[src/rtl/fft_pkg.sv]
`default_nettype none
// ============================================================================
// Package     : fft_pkg
// Description : Shared defaults, FSM state encoding and helper functions for
//               the FFT twiddle-factor fetch logic.
// Revision    : 1.0 - initial release
// ============================================================================
package fft_pkg;

    // Default geometry: single-precision twiddle words, 4K-entry ROMs, 8-point FFT
    localparam int c_DEFAULT_DATA_WIDTH = 32;
    localparam int c_DEFAULT_ADDR_WIDTH = 12;
    localparam int c_DEFAULT_LOG2N      = 3;

    // Sequencer state encoding
    localparam int         c_ST_WIDTH = 2;
    localparam logic [1:0] c_ST_IDLE  = 2'd0;
    localparam logic [1:0] c_ST_RUN   = 2'd1;
    localparam logic [1:0] c_ST_DRAIN = 2'd2;

    // Width needed to hold a stage index 0..log2n-1, never narrower than one bit
    function automatic int stage_width(input int log2n);
        if (log2n <= 2) begin
            return 1;
        end
        return $clog2(log2n);
    endfunction

endpackage
`default_nettype wire

[src/rtl/tw_skid_fifo.sv]
`default_nettype none
// ============================================================================
// Module      : tw_skid_fifo
// Description : Two-entry FIFO holding captured twiddle words together with
//               their stage index and last-of-sequence flag. Sized so the
//               one-cycle ROM read can always land while the head is stalled.
// Revision    : 1.0 - initial release
// ============================================================================
module tw_skid_fifo #(
    parameter int DATA_WIDTH  = 32,
    parameter int STAGE_WIDTH = 2
) (
    input  logic                   clk,
    input  logic                   rst,
    input  logic                   i_push,
    input  logic [DATA_WIDTH-1:0]  i_real,
    input  logic [DATA_WIDTH-1:0]  i_imag,
    input  logic [STAGE_WIDTH-1:0] i_stage,
    input  logic                   i_last,
    input  logic                   i_pop,
    output logic [DATA_WIDTH-1:0]  o_real,
    output logic [DATA_WIDTH-1:0]  o_imag,
    output logic [STAGE_WIDTH-1:0] o_stage,
    output logic                   o_last,
    output logic [1:0]             o_count
);

    localparam int c_ENTRY_W = 2 * DATA_WIDTH + STAGE_WIDTH + 1;

    logic [c_ENTRY_W-1:0] r_mem [2];
    logic                 r_wr_ptr;
    logic                 r_rd_ptr;
    logic [1:0]           r_count;

    logic [c_ENTRY_W-1:0] w_wr_entry;
    logic [c_ENTRY_W-1:0] w_head;
    logic                 w_pop;

    // Pack the incoming fields into one storage word
    assign w_wr_entry = {i_real, i_imag, i_stage, i_last};

    // A pop on an empty buffer is ignored so the pointers cannot skew
    assign w_pop = i_pop && (r_count != 2'd0);

    // Head entry drives the outputs directly
    assign w_head                            = r_mem[r_rd_ptr];
    assign {o_real, o_imag, o_stage, o_last} = w_head;
    assign o_count                           = r_count;

    // Storage, pointers and occupancy; push+pop together leaves the count unchanged
    always_ff @(posedge clk or posedge rst) begin
        if (rst) begin
            r_mem[0] <= '0;
            r_mem[1] <= '0;
            r_wr_ptr <= 1'b0;
            r_rd_ptr <= 1'b0;
            r_count  <= 2'd0;
        end else begin
            if (i_push) begin
                r_mem[r_wr_ptr] <= w_wr_entry;
                r_wr_ptr        <= ~r_wr_ptr;
            end
            if (w_pop) begin
                r_rd_ptr <= ~r_rd_ptr;
            end
            case ({i_push, w_pop})
                2'b10:   r_count <= r_count + 2'd1;
                2'b01:   r_count <= r_count - 2'd1;
                default: r_count <= r_count;
            endcase
        end
    end

endmodule
`default_nettype wire

[src/rtl/twiddle_fetch.sv]
`default_nettype none
// ============================================================================
// Module      : twiddle_fetch
// Description : Walks every stage and butterfly of an N-point radix-2 DIT FFT,
//               issues the twiddle ROM address for each, captures the returned
//               real/imag pair and streams it to the butterfly datapath over a
//               valid/ready interface with no bubbles while ready stays high.
// Revision    : 1.0 - initial release
// ============================================================================
module twiddle_fetch
    import fft_pkg::*;
#(
    parameter int DATA_WIDTH = c_DEFAULT_DATA_WIDTH,
    parameter int ADDR_WIDTH = c_DEFAULT_ADDR_WIDTH,
    parameter int LOG2N      = c_DEFAULT_LOG2N
) (
    input  logic                          clk,
    input  logic                          rst,
    input  logic                          start,
    output logic                          busy,
    output logic                          done,
    output logic [ADDR_WIDTH-1:0]         rom_addr,
    input  logic [DATA_WIDTH-1:0]         rom_data_real,
    input  logic [DATA_WIDTH-1:0]         rom_data_imag,
    output logic                          tw_valid,
    input  logic                          tw_ready,
    output logic [DATA_WIDTH-1:0]         tw_real,
    output logic [DATA_WIDTH-1:0]         tw_imag,
    output logic [stage_width(LOG2N)-1:0] tw_stage,
    output logic                          tw_last
);

    localparam int c_SW = stage_width(LOG2N);
    localparam int c_JW = (LOG2N > 1) ? (LOG2N - 1) : 1;

    // Final stage index and final butterfly index within a stage (N/2 - 1)
    localparam logic [c_SW-1:0] c_S_LAST = c_SW'(LOG2N - 1);
    localparam logic [c_JW-1:0] c_J_LAST = c_JW'((2 ** (LOG2N - 1)) - 1);

    // Sequencer state
    logic [c_ST_WIDTH-1:0] r_state;
    logic [c_SW-1:0]       r_s;
    logic [c_JW-1:0]       r_j;

    // Side-band that travels alongside the one-cycle ROM read
    logic                  r_inflight;
    logic [c_SW-1:0]       r_s_d;
    logic                  r_last_d;

    // Buffer interface
    logic [1:0]            w_count;
    logic                  w_pop;
    logic                  w_head_last;

    // Address generation and control
    logic [c_SW-1:0]       w_shamt;
    logic [ADDR_WIDTH-1:0] w_mask;
    logic [ADDR_WIDTH-1:0] w_k;
    logic                  w_is_last;
    logic                  w_credit;
    logic                  w_issue;
    logic                  w_drain_done;

    // Twiddle index: keep the low s bits of j, then scale up to the N/2 grid
    assign w_shamt = c_S_LAST - r_s;
    assign w_mask  = (ADDR_WIDTH'(1) << r_s) - ADDR_WIDTH'(1);
    assign w_k     = (ADDR_WIDTH'(r_j) & w_mask) << w_shamt;

    // The final butterfly of the final stage closes the issue phase
    assign w_is_last = (r_s == c_S_LAST) && (r_j == c_J_LAST);

    // Stream handshake
    assign tw_valid = (w_count != 2'd0);
    assign w_pop    = tw_valid && tw_ready;
    assign tw_last  = tw_valid && w_head_last;

    // Room exists if buffered plus in-flight words leave a free slot, or the
    // head is leaving this cycle and frees one
    assign w_credit = (({1'b0, w_count} + {2'b0, r_inflight}) < 3'd2) || w_pop;
    assign w_issue  = (r_state == c_ST_RUN) && w_credit;

    // Drain completes on the cycle the buffer goes empty with nothing in
    // flight, so done lands one cycle after the final accept
    assign w_drain_done = !r_inflight &&
                          ((w_count == 2'd0) || ((w_count == 2'd1) && w_pop));

    // Sequencer: IDLE -> RUN on start, RUN issues addresses, DRAIN empties the buffer
    always_ff @(posedge clk or posedge rst) begin
        if (rst) begin
            r_state <= c_ST_IDLE;
            busy    <= 1'b0;
            done    <= 1'b0;
            r_s     <= '0;
            r_j     <= '0;
        end else begin
            done <= 1'b0;
            case (r_state)
                c_ST_IDLE: begin
                    if (start) begin
                        r_state <= c_ST_RUN;
                        busy    <= 1'b1;
                        r_s     <= '0;
                        r_j     <= '0;
                    end
                end
                c_ST_RUN: begin
                    if (w_issue) begin
                        if (w_is_last) begin
                            r_state <= c_ST_DRAIN;
                        end else if (r_j == c_J_LAST) begin
                            r_j <= '0;
                            r_s <= r_s + c_SW'(1);
                        end else begin
                            r_j <= r_j + c_JW'(1);
                        end
                    end
                end
                c_ST_DRAIN: begin
                    if (w_drain_done) begin
                        r_state <= c_ST_IDLE;
                        busy    <= 1'b0;
                        done    <= 1'b1;
                    end
                end
                default: begin
                    r_state <= c_ST_IDLE;
                    busy    <= 1'b0;
                end
            endcase
        end
    end

    // Address register and the side-band that accompanies the ROM read
    always_ff @(posedge clk or posedge rst) begin
        if (rst) begin
            rom_addr   <= '0;
            r_inflight <= 1'b0;
            r_s_d      <= '0;
            r_last_d   <= 1'b0;
        end else begin
            r_inflight <= w_issue;
            if (w_issue) begin
                rom_addr <= w_k;
                r_s_d    <= r_s;
                r_last_d <= w_is_last;
            end
        end
    end

    // Output buffer: ROM data is written the cycle after its address was issued
    tw_skid_fifo #(
        .DATA_WIDTH  (DATA_WIDTH),
        .STAGE_WIDTH (c_SW)
    ) u_fifo (
        .clk     (clk),
        .rst     (rst),
        .i_push  (r_inflight),
        .i_real  (rom_data_real),
        .i_imag  (rom_data_imag),
        .i_stage (r_s_d),
        .i_last  (r_last_d),
        .i_pop   (w_pop),
        .o_real  (tw_real),
        .o_imag  (tw_imag),
        .o_stage (tw_stage),
        .o_last  (w_head_last),
        .o_count (w_count)
    );

endmodule
`default_nettype wire

[config.mk]
export PLATFORM = sky130hd
export DESIGN_NAME = twiddle_fetch
export DESIGN_NICKNAME = d
export VERILOG_FILES = /design/src/rtl/fft_pkg.sv /design/src/rtl/tw_skid_fifo.sv /design/src/rtl/twiddle_fetch.sv
export SDC_FILE = /design/constraint.sdc
export NUM_CORES = 1
export LEC_CHECK = 0
export ABC_AREA = 1
export BUFFER_PORTS_ARGS = -buffer_cell sky130_fd_sc_hd__buf_2
export CORE_ASPECT_RATIO = 1.5
export CORE_MARGIN = 10
export CORE_UTILIZATION = 45
export DETAILED_ROUTE_END_ITERATION = 10
export GPL_ROUTABILITY_DRIVEN = 0
export PLACE_DENSITY_LB_ADDON = 0.3
export SLEW_MARGIN = 20
export SYNTH_ARGS = -nofsm -noshare
export SYNTH_HDL_FRONTEND = slang
export SYNTH_HIERARCHICAL = 1
export SYNTH_SLANG_ARGS = --single-unit
[constraint.sdc]
create_clock -name clk -period 6.41 [get_ports clk]
set_input_delay 1.282 -clock clk [delete_from_list [all_inputs] [get_ports clk]]
set_output_delay 1.282 -clock clk [all_outputs]
set_load 0.01 [all_outputs]
==> flow_summary.json, run 1 <==
{
  "outcome": "finished clean",
  "die-area_mm2": 0.02101,
  "grt_pass1_vias": 5667,
  "synth_ff_type": "dfrtp_1",
  "fin_crit_sh_pct": 52.13,
  "cp-start-kind": "flip-flop",
  "clkTransAtPathRegs_ns": 0.06,
  "grt.total_usage_pct": 16.26,
  "period_minus_slack_ns": 3.342,
  "die_h_um": 172.6,
  "syn_area_per_cell_um2": 8.037,
  "worst_path_largest_cell_delay_ns": 0.53,
  "grt_pass1_wl_um": 27990,
  "wl_per_cell_um": 13.83,
  "drt-pass1-iter-count": 5,
  "criticalPathCategory": "flip-flop to primary output",
  "hold_buffers": 0,
  "netlist_area_mm2": 0.006984,
  "cts.htree.levels": 4,
  "dp_hpwl_um": 11370,
  "final.setup.tns_ns": 0,
  "fin_skew_ns": 0.008912,
  "start_util_pct": 46.13,
  "row_count": 55,
  "globalRouteOverflowTotal": 0,
  "synth_seq_cells": 155,
  "drive_above_1_share_pct": 19.76,
  "nets": 1062,
  "avgViaCountPerCell": 4.689,
  "yosys_warnings": 6,
  "maxCapViolCount": 0,
  "fillers": 1502,
  "synth.area.top_cells": "dfrtp_1 (56%), nand2_1 (21%), o21ai_0 (5.6%), inv_1 (4.7%), o21ai_1 (4.1%)",
  "cts_made_buffers": 17,
  "synth_common_cells": "nand2_1 (386), dfrtp_1 (155), inv_1 (88), o21ai_0 (78), o21ai_1 (57)",
  "setup_viol": 0,
  "synth.distinct_cells": 27,
  "hold_class": "flip-flop to flip-flop",
  "cp-end-kind": "primary output",
  "cts_resized": 0,
  "grt_max_degree": 99,
  "cpMostUsedCell": "nand2_1",
  "initialDrtViolationCount": 434,
  "crit_chain": "inv_2 -> buf_4 -> nand2_1 -> nand2_1 -> buf_2",
  "seq_area_frac_synth_pct": 55.54,
  "crit_slowest_cell": "buf_4",
  "worst_slew_pin_slew_ns": 0.9233,
  "drv_slew": 0,
  "critPathRequiredTime_ns": 5.13,
  "netlist_instances": 869,
  "post-cts-setup-buffer-count": 0,
  "power.density_mw_per_mm2": 568.9,
  "synthMostInstantiatedCell": "nand2_1",
  "synth_edf_count": 0,
  "synthToLayoutAreaGrowth_pct": 18.77,
  "vias": 5641,
  "fp.dieW_um": 121.7,
  "drc": 0,
  "root_buffer": "clkbuf_16",
  "worstSkewPairLatency_ns": 0.41,
  "antenna_found_initial": 2,
  "cts_tree": "yes",
  "yosysTopAreaCell": "dfrtp_1",
  "relSlewSlack_pct": 38.45,
  "hold_viol_final": 0,
  "clockBufferDepth": 2,
  "clock.fmax_mhz": 299.3,
  "pin_count": 150,
  "wl_um": 16640,
  "p_total_w": 0.004719,
  "port_buffers": 142,
  "crit_arrival_ns": 2.06,
  "cts_sinks": 155,
  "ant_nets": 0,
  "core_area_mm2": 0.01514,
  "rsz0062_at_grt": "no",
  "cp_max_fo": 43,
  "synth_top_area_share_pct": 55.54,
  "ys_async_sr_fraction_pct": 100.0,
  "leakage_nw": 4.631,
  "finalCoreUtilization_pct": 54.79,
  "irDropWorstVdd_v": 0.0003001
}
## cell usage in the layout, fill, tap and decap left out, drive strengths merged, types with 2 or more instances in the layout
master | Yosys | final
buf | 31 | 147
clkbuf | 21 | 20
clkinv | 0 | 4
clkinvlp | 0 | 5
conb | 1 | 7
dfrtp | 155 | 155
diode | 0 | 2
ha | 5 | 5
inv | 92 | 94
nand2 | 390 | 390
nand3 | 11 | 11
nand4 | 6 | 6
nor2 | 15 | 15
nor3 | 2 | 2
o21ai | 137 | 137
## flip-flops by register name (all words and copies together), names as in the netlist, 2 cells and up
| signal | flops |
|---|---|
| r_s_d | 2 |
| rom_addr | 5 |
| u_fifo/r_mem | 134 |
| r_j | 2 |
| u_fifo/o_count | 2 |
| r_s | 2 |
| r_state | 2 |
## cell type report
class                   instances  area [um^2]  area share [%]
clock inverters                12        116.4           1.403
well taps                     199        249.0           3.002
multi-input cells             576         2490           30.02
diodes                          2        5.005         0.06033
inverters                      92        350.3           4.223
flip-flops and latches        155         3880           46.77
clock buffers                  20        456.7           5.505
repair buffers                147        748.2           9.020
## final timing paths
| kind | from | end | slack [ns] | cells after the start |
|---|---|---|---|---|
| max in group asynchronous | rst | u_fifo/r_mem[110]$_DFFE_PP0P_ | 4.13 | 3 |
| max reg2reg | r_inflight$_DFF_PP0_ | u_fifo/r_mem[110]$_DFFE_PP0P_ | 4.26 | 5 |
| max | u_fifo/r_rd_ptr$_DFFE_PP0P_ | tw_imag[9] | 3.07 | 5 |
| min | r_last_d$_DFFE_PP0P_ | r_last_d$_DFFE_PP0P_ | 0.48 | 2 |
| min in group asynchronous | rst | u_fifo/r_mem[4]$_DFFE_PP0P_ | 0.92 | 2 |
| min reg2reg | r_last_d$_DFFE_PP0P_ | r_last_d$_DFFE_PP0P_ | 0.48 | 2 |
## metal layers
metal  wire length (um)  GRT usage (%)  vias to the layer above
li1                   -              -                     2900
met1               6927          18.69                     2630
met2               8775          28.38                      107
met3                859          4.858                        4
met4                 78          4.237                        0
met5                  0              0                        -
## through the flow
step | area, um^2 | hold slack [ns] | instances | worst slack, ns
4_1_cts | 8290 | 0.4829 | 1201 | 3.029
2_1_floorplan | 7007 | 0.4490 | 875 | 1.432
6_report | 8295 | 0.4752 | 1203 | 3.068
5_1_grt | 8290 | 0.5010 | 1201 | 2.883
3_3_place_gp | 7717 | 0.4596 | 1169 | 3.506
3_5_place_dp | 7717 | 0.4605 | 1169 | 3.477
## cells by family (layout without fill, tap and decap cells)
logic type | Yosys count | count (layout) | synth area share (%)
and+or+nand+nor | 425 | 425 | 24.08
DFF | 155 | 155 | 55.54
buffers and inverters | 144 | 271 | 9.280
AOI/OAI and AO/OA | 138 | 138 | 10.03
adders and majority gates | 5 | 5 | 0.8957
other | 1 | 9 | 0.05369
xor gates and xnor gates | 1 | 1 | 0.1254
## critical path, delay by kind of cell (launching register included)
kind / cells / cell delay [ns]
and+or+nand+nor: 2 / 0.20
buffers and inverters: 3 / 1.03
DFF: 1 / 0.40
## report_power, final
group          total (W)  internal (W)  switching [W]
clock network   0.000964      0.000558       0.000405
logic            0.00203      0.000709        0.00132
registers        0.00173       0.00146       0.000268
Power figures use the tool's default switching activity.
==> run 2: changes to the inputs <==
==> constraint.sdc (replaced) <==
create_clock -name clk -period 2.87 [get_ports clk]
set_input_delay 0.574 -clock clk [delete_from_list [all_inputs] [get_ports clk]]
set_output_delay 0.574 -clock clk [all_outputs]
set_load 0.01 [all_outputs]
==> run 2 against run 1 <==
  * Non-clock buffer count rose by 1
  * First-iteration DRC count down 5.3%
  * Register-to-register slack worse by 3.1 ns
  * Sequential share of layout area decreased by 0.59 points
  * Count of clock-buffer cells in the layout down 2
  * Cell count is 0.25% lower
  * Clock power up 140%
  * Critical endpoint is now tw_real[27]
  * Design area increased by 1.3%
  * Global-route usage decreased by 0.14 points
  * Via count increased by 1.1%
  * Critical path depth unchanged
==> flow_summary.json, run 2 (synthesis results as in run 1) <==
{
  "outcome": "finished clean",
  "row_count": 55,
  "cp-start-kind": "flip-flop",
  "fin_crit_sh_pct": 77.15,
  "clockBufferDepth": 2,
  "top_register": "u_fifo/r_mem",
  "mostFrequentLayoutCells": "nand2_1 (385), dfrtp_1 (154), buf_2 (142)",
  "r2r-end": "u_fifo/r_mem[87]$_DFFE_PP0P_",
  "hold_class": "primary input to async pin",
  "hold_buffers": 0,
  "fin_skew_ns": 0.009219,
  "leakage_nw": 4.680,
  "grt.total_usage_pct": 16.12,
  "synthToLayoutAreaGrowth_pct": 20.30,
  "drive_above_1_share_pct": 19.68,
  "cts_resized": 0,
  "reg.largest.list": "u_fifo/r_mem: 134 flops, rom_addr: 5 flops",
  "wl_per_cell_um": 13.91,
  "grt_pass1_vias": 5764,
  "grt_max_degree": 139,
  "cts_sinks": 155,
  "ant_nets": 0,
  "fin_cells": 1200,
  "criticalPathCategory": "flip-flop to primary output",
  "clkTransAtPathRegs_ns": 0.07,
  "diodes": 0,
  "initialDrtViolationCount": 411,
  "wl_um": 16690,
  "crit_arrival_ns": 1.64,
  "final.setup.tns_ns": 0,
  "post-cts-setup-buffer-count": 0,
  "setup_viol": 0,
  "use_met3_pct": 4.141,
  "pin_count": 150,
  "nets": 1063,
  "core_area_mm2": 0.01514,
  "antenna_found_initial": 0,
  "met1_usage_pct": 18.71,
  "grt_pass1_wl_um": 27920,
  "port_buffers": 142,
  "cp_max_fo": 59,
  "cts.htree.levels": 4,
  "maxCapViolCount": 0,
  "period_minus_slack_ns": 2.214,
  "grtUsageMet2_pct": 28.29,
  "top_usage_layer": "met2",
  "root_buffer": "clkbuf_16",
  "cts_tree": "yes",
  "power.density_mw_per_mm2": 1290,
  "cp-end-kind": "primary output",
  "start_util_pct": 46.13,
  "die_h_um": 172.6,
  "vias": 5702,
  "critPathRequiredTime_ns": 2.30,
  "ff2ff_path_depth": 5,
  "globalRouteOverflowTotal": 0,
  "drv_slew": 0,
  "die-area_mm2": 0.02101,
  "cts_made_buffers": 17,
  "irDropWorstVdd_v": 0.0005244,
  "worstSkewPairLatency_ns": 0.41,
  "ff2ff_setup_slack_ns": 1.20,
  "relSlewSlack_pct": 49.80,
  "dp_hpwl_um": 11300,
  "reg2reg_from": "r_inflight$_DFF_PP0_",
  "clock.fmax_mhz": 451.6,
  "hold_viol_final": 0,
  "final_common_cell": "nand2_1",
  "dp_cells": 1170,
  "fp.dieW_um": 121.7,
  "drc": 0,
  "p_total_w": 0.01084,
  "drt-pass1-iter-count": 5,
  "worst_slew_pin_slew_ns": 0.7530,
  "avgViaCountPerCell": 4.752,
  "rsz0062_at_grt": "no",
  "largest_register_ffs": 134
}
[run 2: cell type report]
| class | count | area (um^2) |
|---|---|---|
| clock buffer | 18 | 429.2 |
| tap | 199 | 249.0 |
| clock inverter | 12 | 186.4 |
| multi-input combinational | 576 | 2490 |
| timing repair buffer | 148 | 818.3 |
| inverter | 92 | 349.1 |
| fill | 1525 | 6738 |
| sequential | 155 | 3880 |
[run 2: metrics by stage]
stage / util, % / hold slack, ns / setup slack [ns] / cell area [um^2]
floorplan: - / 0.4490 / 0.5749 / 7010
detailed placement: 51.43 / 0.4599 / 1.078 / 7786
CTS: 55.50 / 0.2861 / 0.6272 / 8402
global placement: 51.43 / 0.4590 / 1.088 / 7786
finish: 55.50 / 0.2785 / 0.6558 / 8402
global route: 55.50 / 0.3138 / 0.5466 / 8402
[run 2: routing by layer]
layer,up-vias,routed length [um]
li1,2897,-
met1,2662,6742
met2,132,8882
met3,11,868
met4,0,196
met5,-,0
[run 2: worst max-delay path, stage by stage (launching register included)]
cell	delay (ns)
dfrtp_2	0.43
inv_2	0.17
buf_12	0.30
nand2_1	0.08
nand2_1	0.10
buf_2	0.15
[run 2: worst max path at each step]
stage                           startpoint                            end  cells past startpoint
6_report       u_fifo/r_rd_ptr$_DFFE_PP0P_                    tw_real[27]                      5
5_1_grt        u_fifo/r_rd_ptr$_DFFE_PP0P_                    tw_real[27]                      5
4_1_cts        u_fifo/r_rd_ptr$_DFFE_PP0P_                     tw_imag[6]                      5
3_5_place_dp   u_fifo/r_rd_ptr$_DFFE_PP0P_                     tw_imag[6]                      5
3_3_place_gp   u_fifo/r_rd_ptr$_DFFE_PP0P_                    tw_real[27]                      5
2_1_floorplan                          rst  u_fifo/o_count[0]$_DFFE_PP0P_                      1
[run 2: report_power, final]
part / total [W] / switching (W) / internal (W)
Sequential: 0.00387 / 0.000617 / 0.00325
Clock: 0.00235 / 0.000893 / 0.00146
Combinational: 0.00461 / 0.00294 / 0.00167
